`src/rtl/hack_cpu_ctrl_if.sv`:
```
// Hack CPU control bus: instruction fetch, data memory and ALU links.
// master = controller side, slave = memory/ALU environment side.
interface hack_cpu_ctrl_if #(
  parameter int PC_W = 15
);
  logic [15:0]     instr;
  logic            instr_valid;
  logic            instr_ready;
  logic [PC_W-1:0] pc;
  logic [15:0]     inM;
  logic            mem_ready;
  logic            readM;
  logic            writeM;
  logic [PC_W-1:0] addressM;
  logic [15:0]     outM;
  logic [15:0]     alu_x;
  logic [15:0]     alu_y;
  logic [5:0]      alu_ctl;
  logic [15:0]     alu_out;
  logic            alu_zr;
  logic            alu_ng;

  modport master (
    input  instr, instr_valid, inM, mem_ready,
    input  alu_out, alu_zr, alu_ng,
    output instr_ready, pc, readM, writeM,
    output addressM, outM, alu_x, alu_y, alu_ctl
  );

  modport slave (
    output instr, instr_valid, inM, mem_ready,
    output alu_out, alu_zr, alu_ng,
    input  instr_ready, pc, readM, writeM,
    input  addressM, outM, alu_x, alu_y, alu_ctl
  );
endinterface

```
`src/rtl/hack_cpu_ctrl.sv`:
```
// Hack CPU multi-cycle control/register stage (A, D, PC, IR, MDR).
// Optional HACK_CTRL_HALT_DETECT_EN: jump-to-self parks in HALT.
module hack_cpu_ctrl #(
  parameter int              PC_W     = 15,
  parameter logic [PC_W-1:0] RESET_PC = '0
) (
  input  logic clk,
  input  logic rst_n,
  hack_cpu_ctrl_if.master bus
`ifdef HACK_CTRL_HALT_DETECT_EN
  ,
  output logic halted
`endif
);

  typedef enum logic [2:0] {
    FETCH, DECODE, MEM_RD, EXEC, MEM_WR, HALT
  } state_t;

  state_t state_q, state_n;

  logic [15:0]     a_q, d_q, ir_q, mdr_q;
  logic [15:0]     out_q;
  logic [PC_W-1:0] pc_q, adr_q;
  logic [PC_W-1:0] pc_inc;
  logic [PC_W-1:0] a_adr;

  logic pos, jump, halt_hit;
  logic ld_ir, ld_a_imm, ld_adr_a, ld_mdr;
  logic ld_exec, ld_wr, pc_inc_en, pc_jmp;

  assign pc_inc = pc_q + PC_W'(1);
  assign a_adr  = a_q[PC_W-1:0];

  assign pos  = !bus.alu_ng && !bus.alu_zr;
  assign jump = (ir_q[2] && bus.alu_ng)
             || (ir_q[1] && bus.alu_zr)
             || (ir_q[0] && pos);

`ifdef HACK_CTRL_HALT_DETECT_EN
  // pc still holds the current instruction's address in EXEC
  assign halt_hit = jump && (a_adr == pc_q);
  assign halted   = (state_q == HALT);
`else
  assign halt_hit = 1'b0;
`endif

  assign bus.instr_ready = (state_q == FETCH);
  assign bus.readM       = (state_q == MEM_RD);
  assign bus.writeM      = (state_q == MEM_WR);
  assign bus.pc          = pc_q;
  assign bus.addressM    = adr_q;
  assign bus.outM        = out_q;
  assign bus.alu_x       = d_q;
  assign bus.alu_y       = ir_q[12] ? mdr_q : a_q;
  assign bus.alu_ctl     = ir_q[11:6];

  always_ff @(posedge clk or negedge rst_n) begin
    if (!rst_n) state_q <= FETCH;
    else        state_q <= state_n;
  end

  always_comb begin
    state_n   = state_q;
    ld_ir     = 1'b0;
    ld_a_imm  = 1'b0;
    ld_adr_a  = 1'b0;
    ld_mdr    = 1'b0;
    ld_exec   = 1'b0;
    ld_wr     = 1'b0;
    pc_inc_en = 1'b0;
    pc_jmp    = 1'b0;
    unique case (state_q)
      FETCH: begin
        if (bus.instr_valid) begin
          ld_ir   = 1'b1;
          state_n = DECODE;
        end
      end
      DECODE: begin
        unique case (1'b1)
          !ir_q[15]: begin
            ld_a_imm  = 1'b1;
            pc_inc_en = 1'b1;
            state_n   = FETCH;
          end
          ir_q[15] && ir_q[12]: begin
            ld_adr_a = 1'b1;
            state_n  = MEM_RD;
          end
          ir_q[15] && !ir_q[12]: begin
            state_n = EXEC;
          end
          default: state_n = FETCH;
        endcase
      end
      MEM_RD: begin
        if (bus.mem_ready) begin
          ld_mdr  = 1'b1;
          state_n = EXEC;
        end
      end
      EXEC: begin
        ld_exec   = 1'b1;
        pc_jmp    = jump;
        pc_inc_en = !jump;
        if (halt_hit) begin
          state_n = HALT;
        end else if (ir_q[3]) begin
          ld_wr   = 1'b1;
          state_n = MEM_WR;
        end else begin
          state_n = FETCH;
        end
      end
      MEM_WR: begin
        if (bus.mem_ready) state_n = FETCH;
      end
      HALT: state_n = HALT;
      default: state_n = FETCH;
    endcase
  end

  // jump target and write address use A before any EXEC write to A
  always_ff @(posedge clk or negedge rst_n) begin
    if (!rst_n) begin
      a_q   <= '0;
      d_q   <= '0;
      ir_q  <= '0;
      mdr_q <= '0;
      out_q <= '0;
      adr_q <= '0;
      pc_q  <= RESET_PC;
    end else begin
      if (ld_ir)    ir_q  <= bus.instr;
      if (ld_a_imm) a_q   <= ir_q;
      if (ld_adr_a) adr_q <= a_adr;
      if (ld_mdr)   mdr_q <= bus.inM;
      if (ld_exec && ir_q[5]) a_q <= bus.alu_out;
      if (ld_exec && ir_q[4]) d_q <= bus.alu_out;
      if (ld_wr) begin
        out_q <= bus.alu_out;
        adr_q <= a_adr;
      end
      if (pc_jmp)         pc_q <= a_adr;
      else if (pc_inc_en) pc_q <= pc_inc;
    end
  end

endmodule
```
`src/flat_wrapper.sv`:
```
// flat-port wrapper written by rule: the top's interface ports become plain ports
module hack_cpu_ctrl_flat 
#(
  parameter int              PC_W     = 15,
  parameter logic [PC_W-1:0] RESET_PC = '0
)
  (clk, rst_n, bus_instr, bus_instr_valid, bus_inM, bus_mem_ready, bus_alu_out, bus_alu_zr, bus_alu_ng, bus_instr_ready, bus_pc, bus_readM, bus_writeM, bus_addressM, bus_outM, bus_alu_x, bus_alu_y, bus_alu_ctl);
  hack_cpu_ctrl_if #(.PC_W(PC_W)) bus_i ();
  input  logic clk;
  input  logic rst_n;
  input wire logic [$bits(bus_i.instr)-1:0] bus_instr;
  input wire logic [$bits(bus_i.instr_valid)-1:0] bus_instr_valid;
  input wire logic [$bits(bus_i.inM)-1:0] bus_inM;
  input wire logic [$bits(bus_i.mem_ready)-1:0] bus_mem_ready;
  input wire logic [$bits(bus_i.alu_out)-1:0] bus_alu_out;
  input wire logic [$bits(bus_i.alu_zr)-1:0] bus_alu_zr;
  input wire logic [$bits(bus_i.alu_ng)-1:0] bus_alu_ng;
  output wire logic [$bits(bus_i.instr_ready)-1:0] bus_instr_ready;
  output wire logic [$bits(bus_i.pc)-1:0] bus_pc;
  output wire logic [$bits(bus_i.readM)-1:0] bus_readM;
  output wire logic [$bits(bus_i.writeM)-1:0] bus_writeM;
  output wire logic [$bits(bus_i.addressM)-1:0] bus_addressM;
  output wire logic [$bits(bus_i.outM)-1:0] bus_outM;
  output wire logic [$bits(bus_i.alu_x)-1:0] bus_alu_x;
  output wire logic [$bits(bus_i.alu_y)-1:0] bus_alu_y;
  output wire logic [$bits(bus_i.alu_ctl)-1:0] bus_alu_ctl;
  assign bus_i.instr = bus_instr;
  assign bus_i.instr_valid = bus_instr_valid;
  assign bus_i.inM = bus_inM;
  assign bus_i.mem_ready = bus_mem_ready;
  assign bus_i.alu_out = bus_alu_out;
  assign bus_i.alu_zr = bus_alu_zr;
  assign bus_i.alu_ng = bus_alu_ng;
  assign bus_instr_ready = bus_i.instr_ready;
  assign bus_pc = bus_i.pc;
  assign bus_readM = bus_i.readM;
  assign bus_writeM = bus_i.writeM;
  assign bus_addressM = bus_i.addressM;
  assign bus_outM = bus_i.outM;
  assign bus_alu_x = bus_i.alu_x;
  assign bus_alu_y = bus_i.alu_y;
  assign bus_alu_ctl = bus_i.alu_ctl;
  hack_cpu_ctrl #(.PC_W(PC_W), .RESET_PC(RESET_PC)) u_core (.clk(clk), .rst_n(rst_n), .bus(bus_i));
endmodule
```
`config.mk`:
```
export PLATFORM = sky130hd
export DESIGN_NAME = hack_cpu_ctrl_flat
export DESIGN_NICKNAME = d
export VERILOG_FILES = /design/src/rtl/hack_cpu_ctrl_if.sv /design/src/rtl/hack_cpu_ctrl.sv /design/src/flat_wrapper.sv
export SDC_FILE = /design/constraint.sdc
export NUM_CORES = 1
export LEC_CHECK = 0
export ABC_AREA = 1
export BUFFER_PORTS_ARGS = -buffer_cell sky130_fd_sc_hd__buf_2
export CORE_MARGIN = 3
export CORE_UTILIZATION = 35
export CTS_BUF_LIST = sky130_fd_sc_hd__clkbuf_4 sky130_fd_sc_hd__clkbuf_8
export DETAILED_ROUTE_END_ITERATION = 8
export RECOVER_POWER = 25
export SLEW_MARGIN = 20
export SYNTH_ARGS = -nofsm -noshare
export SYNTH_HDL_FRONTEND = slang
export SYNTH_SLANG_ARGS = --single-unit
```
`constraint.sdc`:
```
create_clock -name clk -period 3.9 [get_ports clk]
set_input_delay 0.39 -clock clk [delete_from_list [all_inputs] [get_ports clk]]
set_output_delay 0.39 -clock clk [all_outputs]
set_load 0.03 [all_outputs]
```
==> results of run 1 <==
## metrics by stage
step	setup WS (ns)	total power [mW]
after floorplan	2.09	4.38
after global placement	1.49	5.22
after detailed placement	1.33	5.29
after CTS	1.31	6.46
after global routing	1.27	6.90
final	1.54	6.42
## worst paths after layout
check / slack, ns / to / from / depth (start not counted)
max in group asynchronous: 2.03 / u_core.mdr_q[10] / rst_n / 1
worst max register to register: 1.54 / u_core.bus.addressM[9] / u_core.state_q[2] / 6
worst min register to register: 0.48 / u_core.mdr_q[10] / u_core.mdr_q[10] / 2
worst min-delay path: 0.19 / u_core.ir_q[10] / bus_instr[10] / 2
min in group asynchronous: 0.59 / u_core.bus.alu_x[0] / rst_n / 1
worst max-delay path: 1.54 / u_core.bus.addressM[9] / u_core.state_q[2] / 6
## cell usage after synthesis
master / count
sky130_fd_sc_hd__xnor2_1: 1
sky130_fd_sc_hd__dfrtp_1: 113
sky130_fd_sc_hd__a21oi_1: 19
sky130_fd_sc_hd__mux2_2: 14
sky130_fd_sc_hd__buf_6: 1
sky130_fd_sc_hd__o21ai_2: 1
sky130_fd_sc_hd__ha_1: 1
sky130_fd_sc_hd__inv_1: 58
sky130_fd_sc_hd__buf_4: 8
sky130_fd_sc_hd__nand2_1: 190
sky130_fd_sc_hd__nand2_2: 2
sky130_fd_sc_hd__o21ai_0: 61
sky130_fd_sc_hd__buf_2: 9
sky130_fd_sc_hd__o21ai_1: 24
sky130_fd_sc_hd__xor2_1: 2
sky130_fd_sc_hd__clkbuf_1: 17
sky130_fd_sc_hd__o221ai_1: 1
sky130_fd_sc_hd__nor3_2: 1
sky130_fd_sc_hd__a21oi_4: 1
sky130_fd_sc_hd__inv_2: 5
sky130_fd_sc_hd__nand4_1: 7
sky130_fd_sc_hd__nor2_4: 1
sky130_fd_sc_hd__nor2_1: 32
sky130_fd_sc_hd__nand3_1: 55
sky130_fd_sc_hd__a21oi_2: 1
sky130_fd_sc_hd__o22ai_1: 1
sky130_fd_sc_hd__nand3b_1: 2
## per-layer routing
layer | up-vias | GRT usage, % | part of all wire [%]
li1 | 2263 | - | -
met2 | 140 | 29.3 | 48
met4 | 0 | 6.37 | 1.7
met1 | 2146 | 24.3 | 45
met5 | - | 0 | 0
met3 | 18 | 4.58 | 5.3
## power breakdown
part	switching [mW]	internal (mW)
clock	0.468	0.692
combinational	2.22	0.899
sequential	0.394	1.75
total	3.08	3.34
## registers in the layout (all words and copies together), names as in the netlist
register	count
u_core.a_q	16
u_core.bus.alu_x	16
u_core.bus.outM	16
u_core.ir_q	16
u_core.mdr_q	16
u_core.bus.addressM	15
u_core.bus.pc	15
u_core.state_q	3
## worst reg2reg max path: stages, from the launching register on
cell and delay [ns]:
sky130_fd_sc_hd__dfrtp_1 0.43, sky130_fd_sc_hd__inv_2 0.09, sky130_fd_sc_hd__nand2_1 0.14, sky130_fd_sc_hd__nor2_4 0.36
sky130_fd_sc_hd__nand2_2 0.44, sky130_fd_sc_hd__o21ai_2 0.57, sky130_fd_sc_hd__a21oi_1 0.17
## cell type report
type	instances	area share, %
flip-flops and latches	113	44.1
multi-input cells	417	30.8
repair buffers	143	11.3
clock buffers	22	4.53
inverters	63	3.69
well taps	180	3.51
clock inverters	10	2.07
## cell families after synthesis
family / after synthesis / share of synthesized area, %
muxes: 14 / 3.03
AOI/OAI and AO/OA: 109 / 10.9
DFF: 113 / 54.3
buffers and inverters: 98 / 8.00
xor gates and xnor gates: 3 / 0.504
adders and majority gates: 1 / 0.240
and+or+nand+nor: 290 / 23.0
==> metrics.md, run 1 <==
| Metric | Value |
|---|---|
| Core area | `14200 sq um` |
| Tot GR Track Use | `18.3%` |
| Clock tree from TritonCTS | `built` |
| Top-area cell type share of the netlist area | `a little over half` |
| Pin count of the biggest net entering global routing | `87` |
| Most frequent cells in the layout | `sky130_fd_sc_hd__nand2_1, sky130_fd_sc_hd__buf_2, sky130_fd_sc_hd__dfrtp_1` |
| Worst ir drop on vdd | `0.349 mV` |
| Max Cap Violations | `1` |
| Maximum clock skew at final layout | `0.0104 ns` |
| Post-CTS Hold Fix Bufs | `0` |
| Clock Root Buffer | `sky130_fd_sc_hd__clkbuf_8` |
| Cell taking the most area after synthesis | `sky130_fd_sc_hd__dfrtp_1` |
| Global-route wire length before repair | `23400 um` |
| Max incr delay on CP | `about 0.56 ns` |
| CTS Buffer Depth | `2` |
| Die outline width | `128 um` |
| Arrival time of the worst setup path | `between 2 and 3 ns` |
| Cell family with most CP delay | `simple AND/OR/NAND/NOR gates` |
| Number of instances resized during post-cts repair | `0` |
| Final setup viols | `0` |
| Summed area of non-filler cells in the final layout | `around 6400 sq um` |
| DRT iter0 DRCs | `a little under 300` |
| Number of buffers created by CTS | `17` |
| CP max FO | `34` |
| Sequential Area | `2830 sq um` |
| Layout area overhead | `23.0%` |
| Fin crit period | `~2.4 ns` |
| Routed len/inst | `around 15 um` |
| Initial core utilization | `36.7%` |
| Filler-free cell count of the finished design | `948` |
| Multi-input gate area | `1970 sq um` |
| WP buf/inv | `1` |
| Minimum hold slack | `around 0.19 ns` |
| Ratio of cells with drive above 1 in the final layout | `26.2%` |
| H-tree depth reported by CTS | `4` |
| Post-route setup TNS | `0 ns` |
| Detailed placer's ending HPWL | `10700 um` |
| Slew of the pin with the lowest slew margin | `roughly 2.2 ns` |
| Remaining Overflow, GRT | `0` |
| Placed Instances | `916` |
| Final count of pins violating max slew | `between 80 and 90` |
| Kind of end point of the critical path | `flop` |
| Cell types with the largest area share after synthesis | `sky130_fd_sc_hd__dfrtp_1, sky130_fd_sc_hd__nand2_1, sky130_fd_sc_hd__o21ai_0` |
| Floorplan row count | `43` |
| Mapped Avg Cell Area | `between 8 and 9 sq um` |
| Setup repair after global routing missed its margin | `false` |
| P per Cell Area | `around 1000 nW/um^2` |
| Fill cell total of the finished layout | `approximately 1500` |
| Die Y | `128 um` |
| Count of port buffers added during placement | `140` |
| Final period utilization | `60.5%` |
| Post-synth net total | `683` |
| Register area share after synthesis | `between 50% and 60%` |
| DR DRC count | `0` |
| Number of antenna violations at the first check in global routing | `0` |
| Antenna cells | `0` |
| Failing checks | `max-capacitance violations, max-slew violations` |
| Number of global-route vias before repair | `about 4400` |
| Area of the mapped netlist | `~5200 sq um` |
| Number of iterations in the first detailed-routing pass | `5` |
| Gate Count Post-Synth | `628` |
| Skew-Pair Late Insertion Delay | `~0.43 ns` |
| Distinct cell type count of the synthesized netlist | `27` |
| Synthesis warning total | `0` |
| Final hold violation count | `0` |
| Data required time of the worst path | `4.17 ns` |
| I/O pin count | `between 100 and 150` |
| CP max-delay cell | `sky130_fd_sc_hd__o21ai_2` |
| Total via count after detailed routing | `4567` |
| Kind of critical path | `reg -> reg` |
| Last weighted congestion value of the routability-driven placer | `~0.8` |
| Slew Limit Headroom | `-44.1%` |
| Commonest non-fill, non-tap cell in the layout | `sky130_fd_sc_hd__nand2_1` |
| Worst hold-check path type | `in -> reg` |
| Cell chain of the critical path | `inv_2 -> nand2_1 -> nor2_4 -> nand2_2 -> o21ai_2 -> a21oi_1` |
| Setup Buffers After CTS | `0` |
| Kind of launch point of the worst setup path | `flop` |
| Number of antenna-violating nets in the routed design | `0` |
| Leakage power | `3.38 nW` |
| CTS Sinks | `113` |
| Nets@finish | `810` |
| Utilization after layout | `45.1%` |
| Area after detailed placement | `5980 sq um` |
| Outcome | `finished with violations` |
| Highest achievable clock rate | `424 MHz` |
| Flop and latch count out of synthesis | `113` |
| Vias per cell | `4.82` |
| Drt total wl | `14500 um` |
| CTS clock-pin slew for the worst setup and hold paths | `0.07 ns` |
| Total die area | `16400 sq um` |
Power figures use the tool's default switching activity.
==> run 2: changes to the inputs <==
Clock period 3.9 ns to 2.36 ns, I/O delays scaled along.
==> metrics.md, run 2 (same netlist as run 1, synthesis figures left out) <==
| Metric | Value |
|---|---|
| Outcome | `finished, final reports clean` |
| Detailed placer's ending HPWL | `~11000 um` |
| Floorplan row count | `43` |
| Total design power | `10.6 mW` |
| Placed Instances | `approximately 920` |
| Worst setup slack after layout | `0.474 ns` |
| Most frequent cells in the layout | `sky130_fd_sc_hd__nand2_1, sky130_fd_sc_hd__buf_2, sky130_fd_sc_hd__dfrtp_1` |
| Pre-CTS WS | `0.437 ns` |
| Post-CTS Hold Fix Bufs | `1` |
| I/O pin count | `141` |
| Initial core utilization | `36.7%` |
| Slack of the worst reg-to-reg path | `0.47 ns` |
| Ratio of cells with drive above 1 in the final layout | `26.5%` |
| Total via count after detailed routing | `around 4500` |
| Antenna cells | `0` |
| Origin of the worst min-delay path | `bus_instr[6]` |
| Leakage power | `3.42 nW` |
| Last weighted congestion value of the routability-driven placer | `0.851` |
| Kind of launch point of the worst setup path | `flop` |
| Cell depth of the worst flop-to-flop path | `6` |
| Utilization after layout | `45.3%` |
| Met2 capacity usage during global routing | `around 30%` |
| Most used routing layer | `met2` |
| Die outline width | `128 um` |
| Drt total wl | `14600 um` |
| DR DRC count | `0` |
| Minimum hold slack | `roughly 0.044 ns` |
| Number of global-route vias before repair | `4510` |
| Final count of pins violating max slew | `0` |
| Clock Root Buffer | `sky130_fd_sc_hd__clkbuf_8` |
| Area after detailed placement | `6050 sq um` |
| Highest achievable clock rate | `530 MHz` |
| Slew Limit Headroom | `approximately 44%` |
| H-tree depth reported by CTS | `4` |
| Summed area of non-filler cells in the final layout | `~6400 sq um` |
| Post-route setup TNS | `0 ns` |
| Data required time of the worst path | `2.68 ns` |
| DRT iter0 DRCs | `262` |
| Layout area overhead | `23.6%` |
| Pin count of the biggest net entering global routing | `60` |
| Final hold violation count | `0` |
| Launch instance of the worst register-to-register path | `u_core.ir_q[2]` |
| Kind of critical path | `reg -> reg` |
| Global-route wire length before repair | `between 20000 and 25000 um` |
| Tot GR Track Use | `18.2%` |
| Number of iterations in the first detailed-routing pass | `4` |
| P per Cell Area | `1640 nW/um^2` |
| CTS Buffer Depth | `2` |
| GR Layer Usage met3 | `a little under 4%` |
| CP max FO | `18` |
| Slew of the pin with the lowest slew margin | `0.834 ns` |
| Die Y | `~130 um` |
| Commonest non-fill, non-tap cell in the layout | `sky130_fd_sc_hd__nand2_1` |
| Number of antenna violations at the first check in global routing | `0` |
| Final period utilization | `79.9%` |
| Setup repair after global routing missed its margin | `false` |
| Clock tree from TritonCTS | `built` |
| CTS clock-pin slew for the worst setup and hold paths | `0.07 ns` |
| Nets@finish | `818` |
| Reg2Reg Capture Point | `u_core.bus.pc[5]` |
| Core area | `14200 sq um` |
| Filler-free cell count of the finished design | `954` |
| Arrival time of the worst setup path | `2.20 ns` |
| Fin crit period | `1.89 ns` |
| Worst ir drop on vdd | `between 0.5 and 0.6 mV` |
| Remaining Overflow, GRT | `0` |
| CTS Sinks | `about 110` |
| Cell count of the worst hold path | `2` |
| Count of port buffers added during placement | `140` |
| Global Route met1 Usage | `24.1%` |
| Number of buffers created by CTS | `17` |
| Vias per cell | `4.76` |
| Final setup viols | `0` |
| Max Cap Violations | `0` |
| Setup Buffers After CTS | `0` |
| Kind of end point of the critical path | `flop` |
| Maximum clock skew at final layout | `0.00827 ns` |
| Skew-Pair Late Insertion Delay | `around 0.42 ns` |
| Routed len/inst | `around 15 um` |
| Total die area | `16400 sq um` |
| Number of instances resized during post-cts repair | `0` |
| Worst hold-check path type | `in -> reg` |
| Hold EP | `u_core.ir_q[6]` |
| Number of antenna-violating nets in the routed design | `0` |
-- run 2: cell types whose count changed in the layout (fill, tap and decap cells not counted), sizes merged --
cell / change
bufinv: -1
clkbuf: +3
clkinvlp: -3
dlygate4sd3: +1
buf: +6
-- run 2: final cells by class --
type | count | area, sq um
inverters | 63 | 236
repair buffers | 151 | 786
multi-input cells | 417 | 1970
clock inverters | 6 | 80.1
fillers | 1443 | 7760
clock buffers | 24 | 312
flip-flops and latches | 113 | 2830
well taps | 180 | 225
-- run 2: critical path, cell delays in order (launching register included) --
cell and delay, ns:
sky130_fd_sc_hd__dfrtp_1 0.40, sky130_fd_sc_hd__nand2_1 0.07, sky130_fd_sc_hd__nand3_1 0.36, sky130_fd_sc_hd__nand2_1 0.63, sky130_fd_sc_hd__nand3_1 0.15, sky130_fd_sc_hd__nand3_1 0.10
sky130_fd_sc_hd__nand2_1 0.05
-- run 2: worst max path at each step --
stage | from | endpoint | slack (ns) | depth (start not counted)
floorplan | u_core.state_q[2] | u_core.ir_q[10] | 0.55 | 4
finish | u_core.ir_q[2] | u_core.bus.pc[5] | 0.47 | 6
global placement | u_core.ir_q[1] | u_core.bus.pc[7] | 0.51 | 6
detailed placement | u_core.state_q[1] | u_core.bus.addressM[11] | 0.44 | 4
global route | rst_n | u_core.a_q[11] | 0.22 | 3
CTS | u_core.state_q[1] | u_core.bus.addressM[13] | 0.45 | 4
-- run 2: routing by layer --
metal | wire length (um) | vias to the layer above
met5 | 0 | -
met4 | 256 | 0
met3 | 593 | 20
met2 | 7210 | 109
met1 | 6570 | 2128
li1 | - | 2286
-- run 2: where the power goes --
part           switching [mW]  leakage, nW  internal, mW
Combinational            3.69         1.83          1.54
Clock                   0.730        0.209          1.07
Sequential              0.648         1.37          2.89
Total                    5.06         3.42          5.50
==> run 3: changes to the inputs <==
Clock period 2.36 ns to 1.8 ns, I/O delays scaled along.
==> metrics.md, run 3 (same netlist as run 1, synthesis figures left out) <==
| Metric | Value |
|---|---|
| Outcome | `finished, final reports clean` |
| Post-route setup TNS | `0 ns` |
| Final hold violation count | `0` |
| Global-route wire length before repair | `24200 um` |
| Minimum hold slack | `0.0441 ns` |
| Worst ir drop on vdd | `roughly 0.9 mV` |
| Setup repair after global routing missed its margin | `false` |
| Number of global-route vias before repair | `~4700` |
| Max incr delay on CP | `0.36 ns` |
| Initial core utilization | `36.7%` |
| Last weighted congestion value of the routability-driven placer | `around 0.83` |
| Antenna cells | `0` |
| Slew of the pin with the lowest slew margin | `1.00 ns` |
| Data required time of the worst path | `about 1.6 ns` |
| Fill cell total of the finished layout | `roughly 1500` |
| Pin count of the biggest net entering global routing | `39` |
| Total via count after detailed routing | `4745` |
| Final count of pins violating max slew | `0` |
| Detailed placer's ending HPWL | `11100 um` |
| Count of port buffers added during placement | `140` |
| Remaining Overflow, GRT | `0` |
| Max Cap Violations | `0` |
| WP buf/inv | `2` |
| Drt total wl | `15200 um` |
| Floorplan row count | `between 40 and 50` |
| Fin crit period | `~1.7 ns` |
| Number of antenna violations at the first check in global routing | `0` |
| Ratio of cells with drive above 1 in the final layout | `between 20 and 30%` |
| Highest achievable clock rate | `592 MHz` |
| CP max-delay cell | `sky130_fd_sc_hd__dfrtp_1` |
| Clock Root Buffer | `sky130_fd_sc_hd__clkbuf_8` |
| CTS clock-pin slew for the worst setup and hold paths | `0.07 ns` |
| Kind of critical path | `reg -> out` |
| Cell chain of the critical path | `buf_4 -> o21ai_0 -> buf_2` |
| DRT iter0 DRCs | `347` |
| Commonest non-fill, non-tap cell in the layout | `sky130_fd_sc_hd__nand2_1` |
| Vias per cell | `4.75` |
| Number of iterations in the first detailed-routing pass | `6` |
| Leakage power | `3.61 nW` |
| Core area | `14200 sq um` |
| Final period utilization | `between 90 and 100%` |
| Clock tree from TritonCTS | `built` |
| Utilization after layout | `48.7%` |
| CTS Buffer Depth | `2` |
| CP max FO | `34` |
| Arrival time of the worst setup path | `1.51 ns` |
| Layout area overhead | `32.8%` |
| Skew-Pair Late Insertion Delay | `about 0.44 ns` |
| Most frequent cells in the layout | `sky130_fd_sc_hd__nand2_1, sky130_fd_sc_hd__buf_2, sky130_fd_sc_hd__dfrtp_1` |
| I/O pin count | `141` |
| Maximum clock skew at final layout | `~0.0084 ns` |
| Tot GR Track Use | `19.0%` |
| Cell family with most CP delay | `buffers and inverters` |
| Routed len/inst | `15.2 um` |
| Final setup viols | `0` |
| Number of antenna-violating nets in the routed design | `0` |
| P per Cell Area | `2080 nW/um^2` |
| Die Y | `128 um` |
| Slew Limit Headroom | `~33%` |
| Nets@finish | `860` |
| Kind of end point of the critical path | `output pin` |
| Die outline width | `128 um` |
| Total design power | `14.4 mW` |
| Number of buffers created by CTS | `17` |
| Worst hold-check path type | `in -> reg` |
| DR DRC count | `0` |
| H-tree depth reported by CTS | `4` |
| CTS Sinks | `around 110` |
| Total die area | `16400 sq um` |
| Kind of launch point of the worst setup path | `flop` |
run 3: worst paths after layout:
path,from,to,slack (ns),depth (start not counted)
hold / removal,bus_alu_out[6],u_core.bus.outM[6],0.04,3
hold reg to reg,u_core.mdr_q[7],u_core.mdr_q[7],0.47,2
max in group asynchronous,rst_n,u_core.ir_q[0],0.28,3
min in group asynchronous,rst_n,u_core.bus.alu_x[0],0.45,2
setup / recovery,u_core.ir_q[12],bus_alu_y[9],0.11,3
setup reg to reg,u_core.state_q[2],u_core.bus.pc[1],0.17,9
run 3: timing repair:
| action | 4_1_cts | 5_1_grt |
|---|---|---|
| endpoints found under the setup margin | 1 | 5 |
| hold buffers | 33 | 0 |
| endpoints found under the hold margin | 66 | 0 |
| gates resized for setup | 3 | 7 |
| setup buffers | 0 | 0 |
run 3: per-layer routing:
metal	vias to the layer above	track usage, %	wire length [um]
li1	2372	-	-
met1	2229	24.3	6790
met2	122	31.0	7500
met3	22	4.58	549
met4	0	7.43	350
met5	-	0	0
run 3: final cells by class:
type | count | area (sq um) | area share, %
sequential | 113 | 2830 | 40.9
multi-input combinational | 417 | 1980 | 28.6
timing repair buffer | 193 | 1200 | 17.4
clock buffer | 18 | 241 | 3.49
inverter | 63 | 239 | 3.45
tap | 180 | 225 | 3.25
clock inverter | 14 | 205 | 2.97
run 3: tightest hold or removal path: stages:
cell and delay, ns:
sky130_fd_sc_hd__buf_2 0.10, sky130_fd_sc_hd__inv_1 0.07, sky130_fd_sc_hd__o21ai_0 0.09
run 3: stage by stage:
stage / setup WS [ns] / area [sq um] / cells
2_1_floorplan: 0.133 / 5220 / 628
3_3_place_gp: 0.210 / 6140 / 933
3_5_place_dp: 0.149 / 6140 / 933
4_1_cts: 0.0161 / 6930 / 998
5_1_grt: 0.00733 / 6920 / 998
6_report: 0.110 / 6920 / 998
run 3: power breakdown:
group | switching (mW) | total (mW) | internal, mW
Sequential | 0.875 | 4.65 | 3.78
Combinational | 4.87 | 7.07 | 2.19
Clock | 1.14 | 2.69 | 1.55
